**src/rtl/serial_link_pkg.sv**
```systemverilog
// Framing constants and state encoding shared by the serial link transmitter and receiver.
package serial_link_pkg;

  typedef enum logic [1:0] {
    ST_IDLE   = 2'd0,
    ST_DATA   = 2'd1,
    ST_PARITY = 2'd2,
    ST_STOP   = 2'd3
  } link_state_e;

  localparam logic START_BIT = 1'b1;
  localparam logic STOP_BIT  = 1'b0;

endpackage

```
**src/rtl/sipo_shift_reg.sv**
```systemverilog
// Serial-in/parallel-out right-shift register: each enabled edge puts the new bit in the MSB,
// so an LSB-first word is fully aligned after WIDTH shifts.
module sipo_shift_reg #(
  parameter int unsigned WIDTH = 4
) (
  input  logic             clk_i,
  input  logic             rstn_i,
  input  logic             en_i,
  input  logic             si_i,
  output logic [WIDTH-1:0] q_o
);

  logic [WIDTH-1:0] shreg_q;

  always_ff @(posedge clk_i or negedge rstn_i) begin
    if (!rstn_i) begin
      shreg_q <= '0;
    end else if (en_i) begin
      shreg_q <= {si_i, shreg_q[WIDTH-1:1]};
    end
  end

  assign q_o = shreg_q;

endmodule

```
**src/rtl/serial_word_receiver.sv**
```systemverilog
// Framed serial word receiver: start(1), WIDTH data bits LSB first, optional even parity, stop(0).
// Define PARITY_CHECK_EN to add the parity bit and its check.
module serial_word_receiver
  import serial_link_pkg::*;
#(
  parameter int unsigned WIDTH = 4
) (
  input  logic             clk,
  input  logic             rstn,
  input  logic             shift,
  input  logic             SI,
  output logic [WIDTH-1:0] A,
  output logic             valid,
  output logic             busy,
  output logic             ferr
);

  localparam int unsigned     CW       = $clog2(WIDTH + 1);
  localparam logic [CW-1:0]   CNT_LAST = CW'(WIDTH - 1);

  link_state_e      state_q, state_d;
  logic [CW-1:0]    cnt_q, cnt_d;
  logic [WIDTH-1:0] a_q, a_d;
  logic             valid_q, valid_d;
  logic             ferr_q, ferr_d;
  logic             shift_en;
  logic [WIDTH-1:0] shreg;
`ifdef PARITY_CHECK_EN
  logic             perr_q, perr_d;
`endif

  sipo_shift_reg #(.WIDTH(WIDTH)) u_sipo (
    .clk_i  (clk),
    .rstn_i (rstn),
    .en_i   (shift_en),
    .si_i   (SI),
    .q_o    (shreg)
  );

  always_comb begin
    state_d  = state_q;
    cnt_d    = cnt_q;
    a_d      = a_q;
    valid_d  = 1'b0;
    ferr_d   = 1'b0;
    shift_en = 1'b0;
`ifdef PARITY_CHECK_EN
    perr_d   = perr_q;
`endif
    if (shift) begin
      case (state_q)
        ST_IDLE: begin
          if (SI == START_BIT) begin
            state_d = ST_DATA;
            cnt_d   = '0;
          end
        end
        ST_DATA: begin
          shift_en = 1'b1;
          cnt_d    = cnt_q + 1'b1;
          if (cnt_q == CNT_LAST) begin
`ifdef PARITY_CHECK_EN
            state_d = ST_PARITY;
`else
            state_d = ST_STOP;
`endif
          end
        end
`ifdef PARITY_CHECK_EN
        ST_PARITY: begin
          // Even parity: received bit must equal the XOR of the data bits.
          perr_d  = SI ^ (^shreg);
          state_d = ST_STOP;
        end
`endif
        ST_STOP: begin
          state_d = ST_IDLE;
`ifdef PARITY_CHECK_EN
          if ((SI != STOP_BIT) || perr_q) begin
`else
          if (SI != STOP_BIT) begin
`endif
            ferr_d = 1'b1;
          end else begin
            a_d     = shreg;
            valid_d = 1'b1;
          end
        end
        default: state_d = ST_IDLE;
      endcase
    end
  end

  always_ff @(posedge clk or negedge rstn) begin
    if (!rstn) begin
      state_q <= ST_IDLE;
      cnt_q   <= '0;
      a_q     <= '0;
      valid_q <= 1'b0;
      ferr_q  <= 1'b0;
`ifdef PARITY_CHECK_EN
      perr_q  <= 1'b0;
`endif
    end else begin
      state_q <= state_d;
      cnt_q   <= cnt_d;
      a_q     <= a_d;
      valid_q <= valid_d;
      ferr_q  <= ferr_d;
`ifdef PARITY_CHECK_EN
      perr_q  <= perr_d;
`endif
    end
  end

  assign A     = a_q;
  assign valid = valid_q;
  assign ferr  = ferr_q;
  assign busy  = (state_q != ST_IDLE);

endmodule

```
**config.mk**
```make
export PLATFORM = sky130hd
export DESIGN_NAME = serial_word_receiver
export DESIGN_NICKNAME = d
export VERILOG_FILES = /design/src/rtl/serial_link_pkg.sv /design/src/rtl/sipo_shift_reg.sv /design/src/rtl/serial_word_receiver.sv
export SDC_FILE = /design/constraint.sdc
export NUM_CORES = 1
export LEC_CHECK = 0
export BUFFER_PORTS_ARGS = -buffer_cell sky130_fd_sc_hd__buf_2
export CORE_UTILIZATION = 45
export DETAILED_ROUTE_END_ITERATION = 7
export PLACE_DENSITY = 0.69
export SYNTH_ARGS = -nofsm -noshare
export SYNTH_HDL_FRONTEND = slang
export SYNTH_HIERARCHICAL = 1
export SYNTH_SLANG_ARGS = --single-unit
export TNS_END_PERCENT = 100
```
**constraint.sdc**
```tcl
create_clock -name clk -period 1.1 [get_ports clk]
set_input_delay 0.33 -clock clk [delete_from_list [all_inputs] [get_ports clk]]
set_output_delay 0.33 -clock clk [all_outputs]
set_load 0.02 [all_outputs]
```
======== After elaboration in Yosys (flattened, before gate mapping) ========
Cells that the tools add are included.
storage, ports and cells
  flip-flop bits (word level) ............. 15
  bits of input ports ..................... 4
  output and inout bits ................... 7
  word-level logic and storage cells ...... 32
cells by class
  add/subtract/negate cells ............... 1
  eq/ne operators ......................... 5
  mux-type cells .......................... 13
  bitwise operators ....................... 1
  reduce and logical (&&, ||, !) cells .... 6
operators by type and width
  operator               number
  $reduce_and A3 Y1      3
  $mux W1                8
  $pmux W3 S2            1
  $mux W2                2
  $ne A2 B2 Y1 const B   2
  $pmux W2 S2            1
  $reduce_bool A2 Y1     2
  $add A3 B1 Y3 const B  1
  $eq A3 B2 Y1 const B   1
  $mux W3                1
  $eq A2 B1 Y1 const B   1
  $eq A2 B2 Y1 const B   1
  $logic_not A2 Y1       1
  $not A1 Y1             1

======== Longest topological paths before layout ========
Gate-level depths: netlist of run 1.
  word-level depth ........................ 3
  depth in mapped cells ................... 4

======== Modules after synthesis ========
Netlist of run 1, hierarchy kept.
by module, submodules not included
  module                times used  cells an instance  area an instance (µm²)
  serial_word_receiver  1           34                 455.4
  sipo_shift_reg        1           8                  145.1

======== Worst setup path after synthesis of run 1 ========
OpenSTA, ideal clock, no wires.
  path kind ............................... reg2reg
  start ................................... reg state_q[1]
  end ..................................... reg u_sipo.shreg_q[3] (netlist: u_sipo/q_o[3])
  library setup time ...................... 0.125 ns
  arrival ................................. 1.097 ns
  required time ........................... 0.975 ns
  path slack .............................. -0.122 ns
  stages on the path, launching flop included .. 4
  buffers on the path ..................... 1
  cell sequence ........................... dfrtp_1 and3b_2 buf_2 mux2_2
between the ends
  word-level cells in the longest chain between the ends .. 3
RTL lines
  item                      line                         source
  start: declaration        serial_word_receiver.sv:21   link_state_e state_q, state_d;
  start signal: assignment  serial_word_receiver.sv:105  state_q <= state_d;
  $eq A2 B1 Y1              serial_word_receiver.sv:51   case (state_q)
  $mux W1                   serial_word_receiver.sv:51
  $mux W1                   serial_word_receiver.sv:50   if (shift) begin
  net shift_en              serial_word_receiver.sv:26   logic shift_en;
  end signal: assignment    sipo_shift_reg.sv:19         shreg_q <= {si_i, shreg_q[WIDTH-1:1]};
  end: declaration          sipo_shift_reg.sv:13         logic [WIDTH-1:0] shreg_q;
The timed path passes the listed nets, and every way through them passes these cells.
A chain may end at the register's enable or synchronous reset.

======== Worst setup path in the final report of run 1 ========
  start ................................... reg state_q[0]
  end ..................................... out busy
between the ends
  word-level cells in the longest chain between the ends .. 1
RTL lines
  item                line                         source
  $reduce_bool A2 Y1  serial_word_receiver.sv:119  assign busy = (state_q != ST_IDLE);
  end: declaration    serial_word_receiver.sv:14   output logic busy,
No other way between the ends.

==> metrics.md, run 1 <==
| Metric | Value |
|---|---|
| Worst setup path start | `state_q[0]$_DFFE_PN0P_` |
| Placed cell area | `723 um^2` |
| Avg Cell Area, Syn | `14.3 um^2` |
| Top routing layer in use | `met4` |
| CTS H-tree depth | `1` |
| Fin Clk Skew | `0.00421 ns` |
| Failing checks | `setup timing` |
| PnR worst setup slack | `-0.267 ns` |
| Main combinational cell family by area after synthesis | `multiplexers` |
| Final Cycle Share | `124%` |
| Vias | `413` |
| Synth Instances | `42` |
| Hold slack | `0.299 ns` |
| Critical path class | `flop to output port` |
| Post-synth top area share | `62.5%` |
| Final Setup Violations | `20` |
| RSZ-0062 raised after global routing | `yes` |
| Largest cells by area after synthesis | `dfrtp_1 (63%), mux2_2 (17%), ha_1 (4.2%), a22o_1 (2.9%), inv_1 (2.5%)` |
| Pwr Density | `2720 nW/um^2` |
| Post-Syn Nets | `48` |
| GRT Total Usage | `20.5%` |
| Mapped cell area | `601 um^2` |
| Async set-reset flop share out of synthesis | `100%` |
| Worst-margin pin slew | `0.325 ns` |
| Synth Warn # | `6` |
| Share of cells above drive strength 1 | `61.4%` |
| Cell Count, Final, Fillers Out | `84` |
| N_diodes | `0` |
| Peak supply drop | `1550 uV` |
| Complex-gate fraction of the synthesized area | `6.67%` |
| Post-route cell area | `910 um^2` |
| CTS tree | `yes` |
| PortBufs | `10` |
| Hold Crit Class | `primary input to flop` |
| Post-detail-place hpwl | `760 um` |
| Max incr delay on CP | `0.39 ns` |
| CP startpoint kind | `flop` |
| Worst-Skew Late Latency | `0.27 ns` |
| FF+latch count, synth | `15` |
| Sequential-to-total area share from yosys stat | `62.5%` |
| CTS max path bufs | `2` |
| Max-cap viol count | `0` |
| Root buffer cell | `clkbuf_4` |
| Initial antenna violation count | `0` |
| First-pass GRT wire length | `1940 um` |
| CP max stage cell | `dfrtp_1` |
| Worst-path clk slew | `0.08 ns` |
| HP Start | `shift` |
| XOR/XNOR Fraction of Synth Area | `0%` |
| DR WL met3 | `45 um` |
| Max frequency | `732 MHz` |
| # IOs | `11` |
| Cell total after placement | `69` |
| Crit-path max FO | `2` |
| Met2 WL | `610 um` |
| Die H | `38.5 um` |
| Number of remaining DRC errors | `0` |
| Worst Path Required | `0.77 ns` |
| Chip Width | `38.5 um` |
| Cell with the most instances after synthesis | `dfrtp_1` |
| Total gr overflow | `0` |
| Core Util, Final | `77.7%` |
| Cts bufs inserted | `3` |
| Final hold vios | `0` |
| Reg2reg start | `state_q[1]$_DFFE_PN0P_` |
| Crit path DAT | `1.04 ns` |
| Post-synth top flop | `dfrtp_1` |
| Gpl congestion | `0.643` |
| Synth Area in Simple Gates | `6.46%` |
| CP bufs+invs | `1` |
| Crit. End Element | `output port` |
| Post-synthesis mux area share | `16.9%` |
| Via density | `4.92` |
| 1st-iter DRT viols | `7` |
| Final nets | `77` |
| TritonCTS Sinks | `15` |
| Tmin final | `1.37 ns` |
| Crit path max-delay family | `flip-flops` |
| Synth top cells by count | `dfrtp_1 (15), mux2_2 (9), inv_1 (4)` |
| Worst-path cell chain | `or2_4, buf_6` |
| DRT Wirelength | `1200 um` |
| Largest net degree at the start of global routing | `16` |
| Starting Density | `51.3%` |
| Detailed Routing Iterations Pass 1 | `2` |
| Setup tns final | `-2.71 ns` |
| Die Area | `1480 um^2` |
| Core ar. | `1170 um^2` |
| EDFF count, synth | `0` |
| Status | `finished, violations left` |
| Yosys cell types | `14` |
| Drt wl/cell | `14.2 um` |
| Number of global-route vias before repair | `427` |
| Filler cells | `81` |
| Max-slew violations | `0` |
| Met1 Wirelength | `531 um` |
| Yosys top cell by area | `dfrtp_1` |
| Slew HR | `78.4%` |
| Row count | `12` |
| Lkg Pwr | `0.000469 uW` |
| Post-Synth Adder-Cell Area | `4.17%` |
| Detail Route Antenna Nets | `0` |
| Synth-to-layout area growth | `51.5%` |
## cells by family after synthesis
logic type / after synthesis
adder cells (fa/ha/maj): 2
buffers and inverters: 5
flip-flops: 15
AO/OA/AOI/OAI: 6
AND/OR/NAND/NOR: 5
multiplexers: 9
## final cells by class
type	count	area (um^2)	share of cell area (%)
sequential	15	375	41.3
timing repair buffer	25	216	23.8
clock buffer	4	26.3	2.89
inverter	4	15.0	1.65
tap	14	17.5	1.93
multi-input combinational	22	259	28.5
## placed cells by master, fill, tap and decap left out
master and count:
buf_4 12, inv_1 3, a22o_1 2, o21ai_1 1
ha_4 1, and3b_2 1, buf_2 3, or2_4 1
inv_2 1, nand4b_1 1, dfrtp_1 15, a21oi_1 2
clkbuf_4 3, clkbuf_1 1, mux2_4 9, nand2_2 1
buf_6 9, and4_2 1, ha_2 1, o211ai_1 1
dlygate4sd3_1 1
## what timing repair did
item	CTS	global route
cloned	0	0
pin swaps	8	4
buffers inserted	6	4
endpoints found under the setup margin	17	19
hold buffers	1	0
gates resized for setup	21	4
endpoints found under the hold margin	15	0
## worst paths after layout
path | cells after the start | to | slack (ns)
worst max-delay path | 2 | busy | -0.27
worst min-delay path | 2 | state_q[1]$_DFFE_PN0P_ | 0.30
worst max register to register | 3 | u_sipo/q_o[2]$_DFFE_PN0P_ | -0.25
worst min register to register | 1 | cnt_q[2]$_DFFE_PN0P_ | 0.52
max in group asynchronous | 2 | u_sipo/q_o[2]$_DFFE_PN0P_ | 0.38
min in group asynchronous | 2 | u_sipo/q_o[1]$_DFFE_PN0P_ | 0.47
## registers in the layout (all words and copies together) (netlist names)
name        count
valid           1
ferr            1
u_sipo/q_o      4
state_q         2
A               4
cnt_q           3
## metrics by stage
stage | power (uW) | setup slack (ns)
6_report | 2480 | -0.267
5_1_grt | 2650 | -0.300
4_1_cts | 2360 | -0.279
3_5_place_dp | 1740 | -0.139
3_3_place_gp | 1660 | -0.115
2_1_floorplan | 1470 | -0.0604
## metal layers
metal / global-route usage, % / vias up
met2: 35.0 / 10
met3: 5.23 / 2
li1: - / 203
met1: 24.5 / 198
met5: 0 / -
met4: 7.76 / 0
## power by group
| part | leakage [uW] | total [uW] | switching [uW] | internal [uW] |
|---|---|---|---|---|
| logic | 0.000268 | 1250 | 449 | 796 |
| registers | 0.000186 | 933 | 156 | 777 |
| clock network | 0.0000150 | 299 | 159 | 140 |
| total | 0.000469 | 2480 | 764 | 1710 |
No activity file was read; power rests on OpenSTA's default activity.
==> run 2, diff against run 1 <==
Settings changed: BUFFER_PORTS_ARGS -buffer_cell sky130_fd_sc_hd__buf_2 to not set, CORE_AREA set to 2 2 39 41, CORE_UTILIZATION 45 to not set, DIE_AREA set to 0 0 41 43, DONT_BUFFER_PORTS set to 1, PLACE_DENSITY 0.69 to not set, RECOVER_POWER set to 50.
==> metrics.md, run 2 (same netlist as run 1, synthesis figures left out) <==
| Metric | Value |
|---|---|
| CTS H-tree depth | `1 (unchanged)` |
| Post-detail-place hpwl | `718 um (-5.6%)` |
| Final nets | `60 (-22%)` |
| Failing checks | `setup timing` |
| Reg2reg path depth | `3 (unchanged)` |
| Die Area | `1760 um^2 (+19%)` |
| P_sw | `681 uW (-11%)` |
| Comb power frac | `36.1% (-14 points)` |
| Starting Density | `43.4% (-7.9 points)` |
| Power share of the clock group | `14.8% (+2.7 points)` |
| Total gr overflow | `0 (unchanged)` |
| Root buffer cell | `clkbuf_4` |
| Crit. End Element | `output port` |
| Slew HR | `46.9% (-31 points)` |
| GRT Total Usage | `14.6% (-5.9 points)` |
| Pint | `1400 uW (-18%)` |
| CTS tree | `yes` |
| TritonCTS Sinks | `15 (unchanged)` |
| Row count | `14 (+2)` |
| CP max stage cell | `dfrtp_1` |
| Die H | `43 um (+12%)` |
| Max incr delay on CP | `0.42 ns (+0.03 ns)` |
| Fin Clk Skew | `0.00933 ns (+0.00512 ns)` |
| Largest net degree at the start of global routing | `16 (unchanged)` |
| Worst-path clk slew | `0.09 ns (about the same)` |
| Core Util, Final | `53.9% (-24 points)` |
| Filler cells | `116 (+43%)` |
| Critical path class | `flop to output port` |
| DRT Wirelength | `1020 um (-15%)` |
| Vias | `360 (-13%)` |
| Core ar. | `1380 um^2 (+18%)` |
| CP bufs+invs | `0 (-1)` |
| CTS max path bufs | `2 (unchanged)` |
| Tmin final | `1.31 ns (-0.0579 ns)` |
| Post-route cell area | `746 um^2 (-18%)` |
| Detailed Routing Iterations Pass 1 | `3 (+1)` |
| First-pass GRT wire length | `1710 um (-12%)` |
| Max frequency | `764 MHz (+4.4%)` |
| CP startpoint kind | `flop` |
| Reg2reg start | `state_q[0]$_DFFE_PN0P_` |
| Max-slew violations | `0 (unchanged)` |
| Commonest non-fill, non-tap cells in the layout | `dfrtp_1 (10), buf_4 (6), dfrtp_2 (5), mux2_4 (5), mux2_2 (4)` |
| Cell total after placement | `59 (-14%)` |
| Crit path max-delay family | `flip-flops` |
| Final hold vios | `0 (unchanged)` |
| # IOs | `11 (unchanged)` |
| Sw Ratio | `32.8% (+1.9 points)` |
| RSZ-0062 raised after global routing | `yes` |
| Crit path DAT | `0.98 ns (-0.06 ns)` |
| Number of remaining DRC errors | `0 (unchanged)` |
| Worst Path Required | `0.77 ns (about the same)` |
| Final Cycle Share | `119% (-5.3 points)` |
| Status | `finished, violations left` |
| Via density | `5.22 (+6.1%)` |
| Lkg Pwr | `0.000353 uW (-25%)` |
| Power, Total | `2080 uW (-16%)` |
| Cell Count, Final, Fillers Out | `69 (-18%)` |
| Setup slack at placement | `-0.127 ns (+0.0123 ns)` |
| Chip Width | `41 um (+6.4%)` |
| Max-cap viol count | `0 (unchanged)` |
| WP depth | `1 (-1)` |
| Share of cells above drive strength 1 | `58.5% (-2.9 points)` |
| Commonest non-fill, non-tap cell in the layout | `dfrtp_1` |
| PortBufs | `0 (-10)` |
| Worst-path cell chain | `or2_4` |
| Gpl congestion | `0.672 (+4.5%)` |
| PnR worst setup slack | `-0.209 ns (+0.0579 ns)` |
| Cts bufs inserted | `3 (unchanged)` |
| Worst setup path start | `state_q[1]$_DFFE_PN0P_` |
| Synth-to-layout area growth | `24.2%` |
| Pwr Density | `2790 nW/um^2 (+2.3%)` |
| Placed cell area | `661 um^2 (-8.7%)` |
| Initial antenna violation count | `0 (unchanged)` |
| Hold Crit Class | `primary input to asynchronous set/reset pin` |
| Final Setup Violations | `12 (-40%)` |
| 1st-iter DRT viols | `1 (-6)` |
| Detail Route Antenna Nets | `0 (unchanged)` |
| Worst-Skew Late Latency | `0.28 ns (about the same)` |
| Sequential Power Share | `49.1% (+11 points)` |
| Crit-path max FO | `4 (+2)` |
| Worst-margin pin slew | `0.796 ns (+0.472 ns)` |
| Number of global-route vias before repair | `390 (-8.7%)` |
| Drt wl/cell | `14.7 um (+3.3%)` |
| N_diodes | `0 (unchanged)` |
| Peak supply drop | `1200 uV (-23%)` |
==> run 2: changes by cell type in the layout (fill, tap and decap cells not counted), moves of 4 or more <==
cell,previous run,this run
buf_6,9,1
buf_4,12,6
dfrtp_1,15,10
dfrtp_2,0,5
mux2_2,0,4
mux2_4,9,5
==> run 2: cell type report <==
cell class | count | area (um^2) | area share [%]
sequential | 15 | 382 | 51.2
multi-input combinational | 22 | 241 | 32.4
timing repair buffer | 8 | 60.1 | 8.05
clock buffer | 3 | 22.5 | 3.02
tap | 16 | 20.0 | 2.68
inverter | 4 | 15.0 | 2.01
clock inverter | 1 | 5.00 | 0.671
==> run 2: metal layers <==
| metal | wire length, um | up-vias | track usage, % |
|---|---|---|---|
| li1 | - | 169 | - |
| met1 | 428 | 182 | 20.0 |
| met2 | 525 | 9 | 20.3 |
| met3 | 61 | 0 | 3.66 |
| met4 | 0 | 0 | 8.00 |
| met5 | 0 | - | 0 |
==> run 2: what timing repair did <==
item | 4_1_cts | 5_1_grt
hold buffers | 1 | 0
endpoints found under the setup margin | 11 | 18
pin swaps | 7 | 3
hold endpoints to repair | 15 | 0
buffers inserted | 4 | 1
resized for setup | 4 | 6
==> run 2: power groups by stage <==
stage                     clock (uW)  combinational [uW]  sequential [uW]
final                            307                 750             1020
after CTS                        327                 759             1010
after floorplan                    0                 485              982
after detailed placement           0                 595             1030
after global routing             356                 826             1060
after global placement             0                 540             1010
==> run 2: path summary, 6_finish.rpt <==
check,endpoint,slack [ns]
worst max register to register,u_sipo/q_o[0]$_DFFE_PN0P_,-0.14
worst max-delay path,busy,-0.21
min in group clk,state_q[0]$_DFFE_PN0P_,0.12
worst min-delay path,u_sipo/q_o[2]$_DFFE_PN0P_,0.1
max in group asynchronous,A[0]$_DFFE_PN0P_,0.45
worst min register to register,state_q[0]$_DFFE_PN0P_,0.51
==> run 2: per-stage QoR <==
step | setup TNS, ns | hold slack [ns]
3_3_place_gp | -0.484 | 0.0347
5_1_grt | -1.95 | 0.115
3_5_place_dp | -0.874 | 0.0347
2_1_floorplan | -0.294 | 0.0344
6_report | -1.48 | 0.0986
4_1_cts | -1.48 | 0.111
==> run 3, diff against run 2 <==
Settings changed: SYNTH_HIERARCHICAL 1 to not set.
==> metrics.md, run 3 <==
| Metric | Value |
|---|---|
| Status | `finished, violations left` |
| Failing checks | `setup timing` |
| Die H | `43 um (unchanged)` |
| Main combinational cell family by area after synthesis | `multiplexers` |
| Filler cells | `113 (-2.6%)` |
| CP bufs+invs | `0 (unchanged)` |
| Synth-to-layout area growth | `28.2%` |
| Max incr delay on CP | `0.40 ns (-0.02 ns)` |
| Tmin final | `1.28 ns (-0.0246 ns)` |
| Worst-path cell chain | `or2_4` |
| Max frequency | `779 MHz (+1.9%)` |
| Largest cells by area after synthesis | `dfrtp_1 (63%), mux2_2 (17%), ha_1 (4.2%), a21oi_1 (1.7%), mux2i_1 (1.7%)` |
| CP max stage cell | `dfrtp_1` |
| Slew HR | `48.0% (+1.0 points)` |
| Setup tns final | `-1.24 ns (+0.237 ns)` |
| Max-slew violations | `0 (unchanged)` |
| Root buffer cell | `clkbuf_4` |
| Commonest non-fill, non-tap cells in the layout | `dfrtp_1 (11), mux2_2 (6), dfrtp_2 (4), buf_4 (4), buf_6 (4)` |
| Drt wl/cell | `15.2 um (+3.5%)` |
| Cts bufs inserted | `3 (unchanged)` |
| Synth Area in Simple Gates | `7.93% (+1.5 points)` |
| Synth top cells by count | `dfrtp_1 (15), mux2_2 (9), a21oi_1 (2), ha_1 (2), inv_1 (2)` |
| Hold slack | `0.0924 ns (-0.00626 ns)` |
| Mapped cell area | `599 um^2 (-0.21%)` |
| Async set-reset flop share out of synthesis | `100% (unchanged)` |
| Worst-margin pin slew | `0.781 ns (-0.0155 ns)` |
| Crit-path max FO | `2 (-2)` |
| Post-Synth Adder-Cell Area | `4.18% (+0.0087 points)` |
| CTS H-tree depth | `1 (unchanged)` |
| Post-synth top flop | `dfrtp_1` |
| Avg Cell Area, Syn | `14.6 um^2 (+2.2%)` |
| Pwr Density | `2790 nW/um^2 (+0.25%)` |
| Lkg Pwr | `0.000364 uW (+3.2%)` |
| First-pass GRT wire length | `1710 um (unchanged)` |
| Gpl congestion | `0.752 (+12%)` |
| Detailed Routing Iterations Pass 1 | `2 (-1)` |
| 1st-iter DRT viols | `5 (+4)` |
| PortBufs | `0 (unchanged)` |
| DRT Wirelength | `1070 um (+5.0%)` |
| Synth Warn # | `0 (-6)` |
| CP startpoint kind | `flop` |
| TritonCTS Sinks | `15 (unchanged)` |
| Fin Clk Skew | `0.00108 ns (-0.00825 ns)` |
| Detail Route Antenna Nets | `0 (unchanged)` |
| RSZ-0062 raised after global routing | `yes` |
| Hold Crit Class | `primary input to asynchronous set/reset pin` |
| Post-Syn Nets | `47 (-2.1%)` |
| Number of remaining DRC errors | `0 (unchanged)` |
| Worst-path clk slew | `0.08 ns (about the same)` |
| Crit path max-delay family | `flip-flops` |
| Peak supply drop | `1020 uV (-15%)` |
| Worst-Skew Late Latency | `0.28 ns (about the same)` |
| CTS max path bufs | `2 (unchanged)` |
| Via density | `4.96 (-5.0%)` |
| Row count | `14 (unchanged)` |
| Cell with the most instances after synthesis | `dfrtp_1` |
| Crit path DAT | `0.95 ns (-0.03 ns)` |
| Initial antenna violation count | `0 (unchanged)` |
| XOR/XNOR Fraction of Synth Area | `0% (unchanged)` |
| Commonest non-fill, non-tap cell in the layout | `dfrtp_1` |
| Final Cycle Share | `117% (-2.2 points)` |
| Crit. End Element | `output port` |
| Synth Instances | `41 (-2.4%)` |
| Vias | `347 (-3.6%)` |
| Yosys top cell by area | `dfrtp_1` |
| Max-cap viol count | `0 (unchanged)` |
| PnR worst setup slack | `-0.184 ns (+0.0246 ns)` |
| Final Setup Violations | `12 (unchanged)` |
| Share of cells above drive strength 1 | `55.6% (-2.9 points)` |
| CTS tree | `yes` |
| Total gr overflow | `0 (unchanged)` |
| Die Area | `1760 um^2 (unchanged)` |
| Core ar. | `1380 um^2 (unchanged)` |
| Largest net degree at the start of global routing | `16 (unchanged)` |
| Complex-gate fraction of the synthesized area | `5.43% (-1.2 points)` |
| Final hold vios | `0 (unchanged)` |
| Yosys cell types | `16 (+2)` |
| Starting Density | `43.3% (-0.090 points)` |
| Final nets | `61 (+1.7%)` |
| Critical path class | `flop to output port` |
| GRT Total Usage | `15.6% (+1.0 points)` |
| Number of global-route vias before repair | `361 (-7.4%)` |
| Post-synth top area share | `62.6% (+0.13 points)` |
| Post-detail-place hpwl | `666 um (-7.2%)` |
| # IOs | `11 (unchanged)` |
| Worst Path Required | `0.77 ns (about the same)` |
| Sequential-to-total area share from yosys stat | `62.6% (+0.13 points)` |
| FF+latch count, synth | `15 (unchanged)` |
| EDFF count, synth | `0 (unchanged)` |
| Post-synthesis mux area share | `18.6% (+1.7 points)` |
| N_diodes | `0 (unchanged)` |
| Chip Width | `41 um (unchanged)` |
## run 3: cell type report
type	instances	area [um^2]	area share (%)
flip-flops and latches	15	380	49.5
multi-input cells	24	255	33.2
repair buffers	9	78.8	10.3
clock buffers	4	26.3	3.42
well taps	16	20.0	2.61
inverters	2	7.51	0.977
## run 3: power by group
group	switching, uW	total (uW)	internal (uW)
clock network	172	313	141
logic	296	785	489
registers	251	1050	797
## run 3: routing by layer
metal	vias up	wire, um	track usage (%)
met4	0	17	12.0
met3	2	42	5.24
met1	164	476	20.4
met2	9	530	20.3
met5	-	0	0
li1	172	-	-
## run 3: timing repair
action	in CTS	in global routing
setup buffers	4	1
pin swaps	4	2
hold buffers	1	0
endpoints found under the setup margin	11	17
gates resized for setup	8	10
gates cloned	0	0
hold endpoints to repair	15	0
## run 3: worst paths after layout
check                                  startpoint                         to  slack, ns  depth (start not counted)
setup / recovery           state_q[1]$_DFFE_PN0P_                       busy      -0.18                          1
hold / removal                               rstn     state_q[0]$_DFFE_PN0P_       0.09                          1
setup reg to reg           state_q[1]$_DFFE_PN0P_  u_sipo.q_o[2]$_DFFE_PN0P_      -0.16                          4
hold reg to reg              cnt_q[2]$_DFFE_PN0P_       cnt_q[2]$_DFFE_PN0P_       0.51                          1
max in group asynchronous                    rstn           A[2]$_DFFE_PN0P_       0.47                          1
min in group clk                            shift     state_q[0]$_DFFE_PN0P_       0.13                          1
## run 3: through the flow
stage,std cells,setup WS [ns],utilization [%],cell area (um^2),power (uW)
2_1_floorplan,41,-0.0142,-,606,1430
3_3_place_gp,60,-0.0224,46.8,648,1570
3_5_place_dp,60,-0.0362,46.8,648,1600
4_1_cts,69,-0.191,53.5,741,2060
5_1_grt,70,-0.235,55.5,768,2290
6_report,70,-0.184,55.5,768,2150
## run 3: cell families after synthesis
logic type / Yosys count
and+or+nand+nor: 7
muxes: 10
adders and majority gates: 2
AOI/OAI and AO/OA: 5
DFF: 15
buffers and inverters: 2
